==> config.mk <==
export PLATFORM = sky130hd
export DESIGN_NAME = track_rv_fifo
export DESIGN_NICKNAME = d
export VERILOG_FILES = /design/src/rtl/track_rv_fifo_pkg.sv /design/src/rtl/track_rv_fifo_stall_cnt.sv /design/src/rtl/track_rv_fifo.sv
export SDC_FILE = /design/constraint.sdc
export NUM_CORES = 1
export LEC_CHECK = 0
export CORE_MARGIN = 1.5
export CORE_UTILIZATION = 40
export CTS_CLUSTER_DIAMETER = 30
export DETAILED_ROUTE_END_ITERATION = 8
export PLACE_DENSITY = 0.67
export SLEW_MARGIN = 20
export SYNTH_ARGS = -nofsm -noshare
export SYNTH_HDL_FRONTEND = slang
export SYNTH_SLANG_ARGS = --single-unit
==> constraint.sdc <==
create_clock -name clk -period 3.27 [get_ports clk]
set_clock_uncertainty 0.05 [all_clocks]
set_input_delay 0.4905 -clock clk [delete_from_list [all_inputs] [get_ports clk]]
set_output_delay 0.4905 -clock clk [all_outputs]
set_load 0.1 [all_outputs]
==> src/rtl/track_rv_fifo_pkg.sv <==
// track_rv_fifo_pkg
//   Shared definitions for the routing-track ready/valid FIFO.
//   - PTR_W(depth)  : pointer width for a power-of-two depth
//   - STALL_CNT_W   : width of the optional stall counter
//   - STALL_CNT_MAX : saturation value of the stall counter
//   - fifo_mode_e   : decoded cfg_fifo_en (pass-through / buffered)
package track_rv_fifo_pkg;

  localparam int STALL_CNT_W = 32;
  localparam logic [STALL_CNT_W-1:0] STALL_CNT_MAX = 32'hFFFF_FFFF;

  typedef enum logic {
    MODE_PASS     = 1'b0,
    MODE_BUFFERED = 1'b1
  } fifo_mode_e;

  // A depth of one would give a zero-width pointer, so clamp to one bit.
  function automatic int PTR_W(input int depth);
    return (depth < 2) ? 1 : $clog2(depth);
  endfunction

endpackage

==> src/rtl/track_rv_fifo_stall_cnt.sv <==
// track_rv_fifo_stall_cnt
//   Saturating cycle counter used to measure how long the track's head
//   token waits on the fanout consumers.
//   Ports:
//     clk   in  : clock, rising edge
//     reset in  : asynchronous active-high reset, clears the count
//     clear in  : synchronous clear (has priority over inc)
//     inc   in  : count this cycle
//     count out : current count, sticks at STALL_CNT_MAX
module track_rv_fifo_stall_cnt
  import track_rv_fifo_pkg::*;
(
  input  logic                   clk,
  input  logic                   reset,
  input  logic                   clear,
  input  logic                   inc,
  output logic [STALL_CNT_W-1:0] count
);

  // Counter holds at its maximum rather than wrapping, so a long stall
  // never reads back as a short one.
  always_ff @(posedge clk or posedge reset) begin
    if (reset) begin
      count <= '0;
    end else if (clear) begin
      count <= '0;
    end else if (inc && (count != STALL_CNT_MAX)) begin
      count <= count + STALL_CNT_W'(1);
    end
  end

endmodule

==> src/rtl/track_rv_fifo.sv <==
// track_rv_fifo
//   Ready/valid FIFO register on a routing track, feeding the fanout
//   ready-combiner. In buffered mode it gives one cycle of latency and
//   in_ready depends only on the occupancy, never on out_ready. In
//   pass-through mode the track is a plain wire and nothing is stored.
//   Optional feature: define TRACK_RV_FIFO_STALL_CNT_EN to add the
//   stall_cycles port and its saturating counter.
//   Ports:
//     clk          in  : clock, rising edge
//     reset        in  : asynchronous active-high reset
//     flush        in  : synchronous clear of contents
//     cfg_fifo_en  in  : 1 = buffered, 0 = pass-through
//     in_data      in  : producer data
//     in_valid     in  : producer valid
//     in_ready     out : FIFO can accept
//     out_data     out : head entry to consumers
//     out_valid    out : head valid
//     out_ready    in  : combined consumer ready
//     stall_cycles out : cycles with out_valid & !out_ready (macro only)
module track_rv_fifo
  import track_rv_fifo_pkg::*;
#(
  parameter int WIDTH = 16,
  parameter int DEPTH = 2
) (
  input  logic                   clk,
  input  logic                   reset,
  input  logic                   flush,
  input  logic                   cfg_fifo_en,
  input  logic [WIDTH-1:0]       in_data,
  input  logic                   in_valid,
  output logic                   in_ready,
  output logic [WIDTH-1:0]       out_data,
  output logic                   out_valid,
  input  logic                   out_ready
`ifdef TRACK_RV_FIFO_STALL_CNT_EN
  ,
  output logic [STALL_CNT_W-1:0] stall_cycles
`endif
);

  localparam int PW = PTR_W(DEPTH);
  localparam int CW = $clog2(DEPTH + 1);
  localparam logic [CW-1:0] FULL_CNT = CW'(DEPTH);

  logic [WIDTH-1:0] mem [DEPTH];
  logic [PW-1:0]    wr_ptr;
  logic [PW-1:0]    rd_ptr;
  logic [CW-1:0]    count;

  fifo_mode_e mode;
  logic       buffered;
  logic       buf_in_ready;
  logic       buf_out_valid;
  logic       push;
  logic       pop;

  assign mode          = fifo_mode_e'(cfg_fifo_en);
  assign buffered      = (mode == MODE_BUFFERED);
  assign buf_in_ready  = (count != FULL_CNT);
  assign buf_out_valid = (count != '0);

  // Handshakes only matter in buffered mode; in pass-through the
  // storage is bypassed entirely.
  assign push = buffered & in_valid & buf_in_ready;
  assign pop  = buffered & buf_out_valid & out_ready;

  assign in_ready  = buffered ? buf_in_ready  : out_ready;
  assign out_valid = buffered ? buf_out_valid : in_valid;
  assign out_data  = buffered ? mem[rd_ptr]   : in_data;

  // Occupancy and pointers. Flush and pass-through both empty the FIFO
  // on the next edge, which is also how a mode change mid-stream drops
  // whatever was held. Pointers wrap naturally since DEPTH is 2^PW.
  always_ff @(posedge clk or posedge reset) begin
    if (reset) begin
      count  <= '0;
      wr_ptr <= '0;
      rd_ptr <= '0;
    end else if (flush || !buffered) begin
      count  <= '0;
      wr_ptr <= '0;
      rd_ptr <= '0;
    end else begin
      if (push) begin
        wr_ptr <= wr_ptr + PW'(1);
      end
      if (pop) begin
        rd_ptr <= rd_ptr + PW'(1);
      end
      case ({push, pop})
        2'b10:   count <= count + CW'(1);
        2'b01:   count <= count - CW'(1);
        default: count <= count;
      endcase
    end
  end

  // Storage is deliberately unreset; out_data is only meaningful while
  // out_valid is high. A push in a flush cycle is dropped.
  always_ff @(posedge clk) begin
    if (push && !flush) begin
      mem[wr_ptr] <= in_data;
    end
  end

`ifdef TRACK_RV_FIFO_STALL_CNT_EN
  track_rv_fifo_stall_cnt u_stall_cnt (
    .clk   (clk),
    .reset (reset),
    .clear (flush),
    .inc   (out_valid & ~out_ready),
    .count (stall_cycles)
  );
`endif

endmodule

==> Yosys cells after proc, flatten, opt, wreduce, memory -nomap -nowiden <==
Memories as Yosys holds them, arrays and structs flattened.
Cells that the tools add are included.
Widths: inputs -> output; s select.
{ "op_classes": {"addsub": 4, "eq_ne": 3, "mux": 11, "n_bitwise": 4, "n_reduce_logical": 8} }
{ "ops": {"columns": ["cell", "count"], "rows": [
  ["$mux 16", 1],
  ["$mux 1", 8],
  ["$reduce_bool 2->1", 3],
  ["$and 1x1->1", 4],
  ["$pmux 2 s2", 1],
  ["$reduce_bool 3->1", 1],
  ["$add 1x1->1 const B", 2],
  ["$add 2x1->2 const B", 1],
  ["$eq 2x1->1 const B", 1],
  ["$eq 2x2->1 const B", 1],
  ["$logic_not 1->1", 2],
  ["$mux 2", 1],
  ["$ne 2x2->1 const B", 1],
  ["$sub 2x1->2 const B", 1],
  ["$logic_and 1x1->1", 1],
  ["$logic_or 1x1->1", 1]
]} }
{ "word_totals": {"regBits": 4, "mem_bits_rw": 32, "out_inout_bits": 18, "elab_cells": 34, "memories": 1} }
{ "mem_list": {"columns": ["memory", "words", "word_bits", "read_ports", "rd_ports_with_merged_regs", "wr", "line", "source"], "rows": [
  ["mem", 2, 16, 1, 0, 1, "track_rv_fifo.sv:46", "logic [WIDTH-1:0] mem [DEPTH];"]
]} }

==> Logic depth before layout (Yosys ltp) <==
{ "logic_depth": {"depth_word": 6, "ltp_mapped": 4, "mapped_depth_nobuf": 3} }

==> Least setup slack after synthesis <==
OpenSTA, ideal clock, no wires.
{ "synth_path": {"kind": "input to output", "from": "input cfg_fifo_en", "to": "output out_valid", "arrival_time_ns": 2.933, "t_required_ns": 2.729, "path_slack_ns": -0.203, "cell_stages": 3, "path_buffers": 2, "path_cell_list": "buf_2 -> buf_2 -> o21ai_0"} }
{ "synth_between": {"elab_chain_len": 1} }
{ "synth_lines": {"columns": ["element", "line", "source"], "rows": [
  ["start, declared", "track_rv_fifo.sv:29", "input logic cfg_fifo_en,"],
  ["$mux 1", "track_rv_fifo.sv:69", "assign out_valid = buffered ? buf_out_valid : in_valid;"],
  ["end, declared", "track_rv_fifo.sv:34", "output logic out_valid,"]
]} }
No other way between the ends.

==> Worst setup path after layout <==
{ "layout_path": {"from": "input cfg_fifo_en", "to": "output out_data[1]"} }
{ "layout_between": {"elab_chain_len": 1} }
{ "layout_lines": {"columns": ["element", "line", "source"], "rows": [
  ["$mux 16", "track_rv_fifo.sv:70", "assign out_data = buffered ? mem[rd_ptr] : in_data;"],
  ["end, declared", "track_rv_fifo.sv:33", "output logic [WIDTH-1:0] out_data,"]
]} }
No other way between the ends.

==> impl_summary.txt <==
----------------------------------------------------
[Floorplan]
  Number of rows created at floorplan ... 22
  Die area ... 0.004278 mm2
  Initial Util ... 0.4223
  Area of the core ... 0.003689 mm2
  Die height ... 65.41 um
  Die width ... 65.41 um
  Number of top-level pins ... 40

[Critical path]
  Worst-path maximum fanout ... 26
  Type of the worst setup path ... in -> out
  Setup slack of the worst register-to-register path ... 1.77 ns
  Data arrival at the endpoint of the critical path ... 2.05 ns
  Worst R2R Path Depth ... 3
  End of the critical path ... out_data[1]
  Reg2Reg Launch Point ... count[1]$_DFFE_PP0P_
  Delay of the slowest cell on the worst path ... 0.68 ns
  Category of the worst setup path capture point ... output port
  Sum of buffers and inverters on the critical path ... 3
  Cell-by-cell listing of the critical path ... clkdlybuf4s50_1, buf_4, nor2_1, a21oi_1, buf_12
  Data required, critical path ... 2.73 ns
  Reg-to-reg endpoint ... mem[1][2]$_DFFE_PP_
  Critical Path Source Type ... primary input
  Worst-path cell with the longest stage delay ... sky130_fd_sc_hd__clkdlybuf4s50_1
  Kind of cell adding the most delay to the critical path ... buffers and inverters
  Worst setup path startpoint ... cfg_fifo_en
  Crit. path cell count ... 5

[Clock network]
  Clock Latency Late Sink ... 0.28 ns
  Clock tree from TritonCTS ... built
  PostCTS Resize Cnt ... 0
  Count of clock tree sinks ... 36
  Clock-pin slew reported for the worst setup and hold paths after clock tree synthesis ... 0.07 ns
  Number of buffers inserted during clock tree synthesis ... 5
  Clock Root Buffer ... sky130_fd_sc_hd__clkbuf_8
  Total number of H-tree levels ... 2
  Setup bufs post-CTS ... 0
  Max clock buf depth ... 2
  Hold_buf cts ... 0

[Route]
  Detailed-routing iteration count for the pre-antenna-repair pass ... 4
  Wl on met1 ... 1175 um
  Sum of routed wire length over all layers ... 2916 um
  Total via count in the routed design ... 1037
  Avg Vias per Cell ... 4.962
  Met3 Routed Length ... 211 um
  Remaining routing DRC violations ... 0
  Top layer reached by signal wires ... met4
  Number of violations reported at the end of detailed-routing iteration 0 ... 13
  Met2 routed wirelength ... 1477 um
  Routed length per instance ... 13.95 um
  DRT antenna net count ... 0

[Yosys]
  Number of instances in the synthesized netlist ... 115
  Yosys cell types ... 22
  Combined area of all synthesized cells ... 0.001558 mm2
  Yosys Warn Count ... 0
  Net count after synthesis ... 137
  Average footprint of a synthesized cell ... 13.55 um2
  Sequential element share of the synthesized area ... 0.6811
  Register bit total from synthesis ... 36

[GRT]
  Vias in the first global route ... 1046
  Pin count of the biggest net entering global routing ... 27
  Global-route wire length before repair ... 4843 um
  Initial antenna violation count ... 0
  Overall fraction of global-route tracks in use ... 0.1563
  Remaining global-route overflow ... 0

[Timing]
  Max frequency ... 386.5 MHz
  Setup repair after global routing missed its margin ... false
  Clock period minus worst slack ... 2.587 ns
  Count of endpoints failing setup in the final report ... 0
  Final-report max-slew violation count ... 0
  Final sum of negative setup slack ... 0 ns
  Final Hold Vio Count ... 0
  Final-layout worst hold slack ... 0.3308 ns
  Worst slew margin relative to its limit ... 0.3839
  Period utilisation layout ... 0.7912
  Slack of the critical path ... 0.6827 ns
  Actual slew at the worst max-slew pin ... 0.9241 ns

[Power]
  Leakage power ... 0.8201 nW
  Power per unit of standard cell area ... 501.0 mW/mm2
  Peak supply drop ... 0.0003291 V
  Overall power ... 1.157 mW

[Placement]
  Number of input and output port buffers inserted ... 39
  Gpl congestion ... 0.6959
  Worst setup timing slack at the placement stage ... 0.6541 ns
  Placed cell count ... 201

[Min path]
  Hold Path Class ... in -> async

[Final layout]
  Area growth syn-to-layout ... 48.19%
  Layout net count ... 182
  Antenna cells ... 0
  Fraction of final layout cells sized beyond drive strength 1 ... 0.2174
  Number of standard cells in the final layout excluding fillers ... 209
  Count of filler cells inserted in the layout ... 315

[Run]
  MaxCap Viol Count ... 0

[Status]
  Run status ... finished, final reports clean

----------------------------------------------------
## state kept, by name, indices dropped and copies added, names as in the netlist
| register | count |
|---|---|
| mem | 32 |
| count | 2 |
| wr_ptr | 1 |
| rd_ptr | 1 |
## per-layer routing
metal	vias up	GRT usage
met1	479	0.1781
met2	34	0.2666
met5	-	0
met4	0	0.06250
li1	520	-
met3	4	0.05651
## layout by cell type, fill, tap and decap left out, drive strengths merged
| cell | n |
|---|---|
| edfxtp | 32 |
| buf | 23 |
| a21oi | 21 |
| clkdlybuf4s50 | 21 |
| nor2 | 18 |
| mux2i | 17 |
| clkbuf | 6 |
| dfrtp | 4 |
| o21ai | 4 |
| inv | 2 |
| nand2b | 1 |
| xor2 | 1 |
| nor2b | 1 |
| or3 | 1 |
| or2 | 1 |
| nor3b | 1 |
| nor4b | 1 |
| nor4 | 1 |
| o211ai | 1 |
| and3b | 1 |
| o21bai | 1 |
| clkinv | 1 |
| bufinv | 1 |
## report_power, final
part | switching (mW) | internal (mW)
Combinational | 0.166 | 0.0977
Clock | 0.151 | 0.226
Sequential | 0.00589 | 0.510
Total | 0.322 | 0.834
## cell usage after synthesis
master                     instances  area, um2
sky130_fd_sc_hd__a21oi_1          21      105.1
sky130_fd_sc_hd__and3b_2           1      10.01
sky130_fd_sc_hd__buf_2             3      15.01
sky130_fd_sc_hd__buf_4             1      7.510
sky130_fd_sc_hd__buf_6             1      11.26
sky130_fd_sc_hd__clkbuf_1          1      3.750
sky130_fd_sc_hd__dfrtp_1           4      100.1
sky130_fd_sc_hd__edfxtp_1         32      960.9
sky130_fd_sc_hd__inv_1             2      7.510
sky130_fd_sc_hd__mux2i_1          17      170.2
sky130_fd_sc_hd__nand2b_1          1      6.260
sky130_fd_sc_hd__nor2_1           18      67.56
sky130_fd_sc_hd__nor2b_4           1      13.76
sky130_fd_sc_hd__nor3b_1           1      7.510
sky130_fd_sc_hd__nor4_1            1      6.260
sky130_fd_sc_hd__nor4b_1           1      8.760
sky130_fd_sc_hd__o211ai_1          1      7.510
sky130_fd_sc_hd__o21ai_0           4      20.02
sky130_fd_sc_hd__o21bai_1          1      7.510
sky130_fd_sc_hd__or2_2             1      6.260
sky130_fd_sc_hd__or3_1             1      6.260
sky130_fd_sc_hd__xor2_1            1      8.760
## how the worst min path moves through the flow
stage | startpoint | endpoint | slack (ns) | cells past startpoint
2_1_floorplan | reset | count[0]$_DFFE_PP0P_ | 0.21 | 1
3_3_place_gp | wr_ptr$_DFFE_PP0P_ | wr_ptr$_DFFE_PP0P_ | 0.52 | 2
3_5_place_dp | wr_ptr$_DFFE_PP0P_ | wr_ptr$_DFFE_PP0P_ | 0.56 | 2
4_1_cts | reset | count[1]$_DFFE_PP0P_ | 0.34 | 2
5_1_grt | reset | count[1]$_DFFE_PP0P_ | 0.36 | 2
6_report | reset | count[1]$_DFFE_PP0P_ | 0.33 | 2
## cell type report
type / instances / area (um2) / area share
flip-flops and latches: 36 / 1061 / 0.4596
repair buffers: 44 / 608.1 / 0.2634
multi-input cells: 71 / 464.2 / 0.2011
clock buffers: 6 / 72.57 / 0.03144
well taps: 48 / 60.06 / 0.02602
clock inverters: 2 / 35.03 / 0.01518
inverters: 2 / 7.507 / 0.003252
## logic make-up (layout without fill, tap and decap cells)
group	Yosys count	after routing	share of synthesized area
compound gates	27	27	0.08996
simple gates	26	26	0.08515
buf+inv	8	54	0.02891
xor+xnor	1	1	0.005624
mux	17	17	0.1092
flops	36	36	0.6811
## worst reg2reg max path, cell delays in order (launching register included)
cell and delay, ns:
sky130_fd_sc_hd__dfrtp_1 0.44, sky130_fd_sc_hd__nor2b_4 0.18, sky130_fd_sc_hd__nor4b_2 0.30, sky130_fd_sc_hd__buf_4 0.24
## metrics by stage
| step | utilization | area [um2] |
|---|---|---|
| 2_1_floorplan | - | 1558 |
| 3_3_place_gp | 0.5967 | 2201 |
| 3_5_place_dp | 0.5967 | 2201 |
| 4_1_cts | 0.6258 | 2308 |
| 5_1_grt | 0.6258 | 2308 |
| 6_report | 0.6258 | 2308 |
Power figures use the tool's default switching activity.
==> patch: new RTL, same settings <==
`DEPTH`: 2 -> 4. Comments in the files are not updated.
--- a/src/rtl/track_rv_fifo.sv
+++ b/src/rtl/track_rv_fifo.sv
@@ -22,5 +22,5 @@
 #(
   parameter int WIDTH = 16,
-  parameter int DEPTH = 2
+  parameter int DEPTH = 4
 ) (
   input  logic                   clk,
Check against the original RTL: not equivalent (a bounded check fails within 4 cycles, from zero or initial values and one cycle with reset high).
==> patch against the unedited design <==
- sequential share of layout area is 7.7 points higher
- critical path type is now reg -> out
- non-clock buffer count is 3 higher
- total power is 60% higher
- area after synthesis is 94% higher
- highest routed layer unchanged
- wire length is 77% higher
- register-to-register slack worse by 980 ps
- cell area is 69% higher
- sequential cell count is 35 higher
- worst setup slack worse by 63 ps
- fmax is 2.4% lower
==> patch: results (changes against the unedited design) <==
| Metric | Value |
|---|---|
| Share of the yosys chip area belonging to registers | 0.6928 (was 0.6811) |
| Vias/cell | 4.965 (was 4.962) |
| Biggest regs | mem x64, count x3 (was mem x32, count x2) |
| Async SR Flop Fraction | 0.09859 (was 0.1111) |
| Total GRT Usage | 0.1360 (was 0.1563) |
| M2 GR Usage | 0.2226 (was 0.2666) |
| Layout cells sized above 1 | 0.3535 (was 0.2174) |
| Vias in the first global route | 1600 (was 1046) |
| Nets | 237 (was 182) |
| Sw frac | 0.2563 (was 0.2788) |
| Synth top area cells | edfxtp_1 (63%), mux4_2 (12%), mux2_2 (6.0%) (was edfxtp_1 (62%), mux2i_1 (11%), a21oi_1 (6.7%)) |
| Synth unique cells | 31 (was 22) |
| Syn nets | 187 (was 137) |
| PostCTS Resize Cnt | 0 (unchanged) |
| Met1 Usage GRT | 0.1772 (was 0.1781) |
| Power Clock | 567 µW (was 377 µW) |
| Routed wl met2 | 2639 µm (was 1477 µm) |
| DR WL met3 | 192 µm (was 211 µm) |
| TritonCTS buffer count | 9 (was 5) |
| Hold Path Class | in -> async (unchanged) |
| Placed wire-length estimate | between 3000 and 4000 µm |
| Initial DRC Count | 79 (was 13) |
| Synth warn | 0 (unchanged) |
| GR met3 Demand/Resource | 0.03215 (was 0.05651) |
| Worst-path fanout max | 17 (was 26) |
| Drt total wl | 5152 µm (was 2916 µm) |
| DR pass1 iterations | 4 (unchanged) |
| Comb group | 280 µW (was 264 µW) |
| Post-synth EDFFs | 64 (was 32) |
| CTS max path bufs | 2 (unchanged) |
| Initial antenna violation count | 0 (unchanged) |
| Post-synth top cells | edfxtp_1 (64), mux2_2 (16), mux4_2 (16), nor2_1 (8), dfrtp_1 (7) (was edfxtp_1 (32), a21oi_1 (21), nor2_1 (18), mux2i_1 (17)) |
| H-tree levels | 3 (was 2) |
| GPL Wtd Cong | 0.8042 (was 0.6959) |
| Arrival @ worst endpoint | 2110 ps (was 2050 ps) |
| N_diodes | 0 (unchanged) |
| Leakage power | 0.001324 µW (was 0.0008201 µW) |
| Max Slew Vio Count | 0 (unchanged) |
| Skew-Pair Late Insertion Delay | 320 ps (was 280 ps) |
| Worst vdd rail ir drop | 0.0002443 V (was 0.0003291 V) |
| First-pass GRT wire length | 8293 µm (was 4843 µm) |
| Met1 WL | 2268 µm (was 1175 µm) |
| Status | finished, final reports clean (unchanged) |
| Setup Buffers After CTS | 0 (unchanged) |
| Worst slew pin tran | 819.9 ps (was 924.1 ps) |
| Top Layer Used | met4 (unchanged) |
| CTS clk-pin slew, worst paths | 70 ps (about the same) |
| Layout fillers | 615 (was 315) |
| Largest net degree at the start of global routing | 25 (was 27) |
## patch: cell count changes after synthesis, sizes merged, moves of 3 or more
cell and delta:
and3 +4, edfxtp +32, xnor2 +4, nor2 -9
a21oi -19, mux2 +16, mux2i -15, dfrtp +3
nand3 +3, ha +4, mux4 +16
## patch: cells by family after synthesis
group / synth area share
DFF: 0.6928
muxes: 0.1852
and+or+nand+nor: 0.03597
AOI/OAI and AO/OA: 0.03018
buffers and inverters: 0.02108
adders and majority gates: 0.02315
xor gates and xnor gates: 0.01157
## patch: layout make-up
type	count	area share
clock buffers	9	0.03169
clock inverters	7	0.01024
inverters	4	0.003841
multi-input cells	77	0.2215
flip-flops and latches	71	0.5365
well taps	99	0.03169
repair buffers	47	0.1645
## patch: final timing paths
path	slack, ps	cells past startpoint	endpoint	from
worst max register to register	790	6	count[2]$_DFFE_PP0P_	count[0]$_DFFE_PP0P_
min in group clk	560	2	wr_ptr[1]$_DFFE_PP0P_	wr_ptr[1]$_DFFE_PP0P_
worst min-delay path	340	2	count[2]$_DFFE_PP0P_	reset
worst max-delay path	620	3	out_data[5]	rd_ptr[1]$_DFFE_PP0P_
max in group asynchronous	2630	2	rd_ptr[1]$_DFFE_PP0P_	reset
worst min register to register	560	2	wr_ptr[1]$_DFFE_PP0P_	wr_ptr[1]$_DFFE_PP0P_
## patch: critical path, cell delays in order (launching register included)
cell     delay, ps
dfrtp_1        880
mux4_2         420
mux2_2         310
buf_12         170
## patch: through the flow
stage	std cells	total power, µW	util	cell area (µm²)	setup slack (ps)
2_1_floorplan	160	1183	-	3027	173.3
6_report	314	1850	0.5360	3909	619.8
3_5_place_dp	298	1305	0.5136	3745	462.7
3_3_place_gp	298	1304	0.5136	3745	520.7
5_1_grt	314	1914	0.5360	3909	544.1
4_1_cts	314	1869	0.5360	3909	564.9
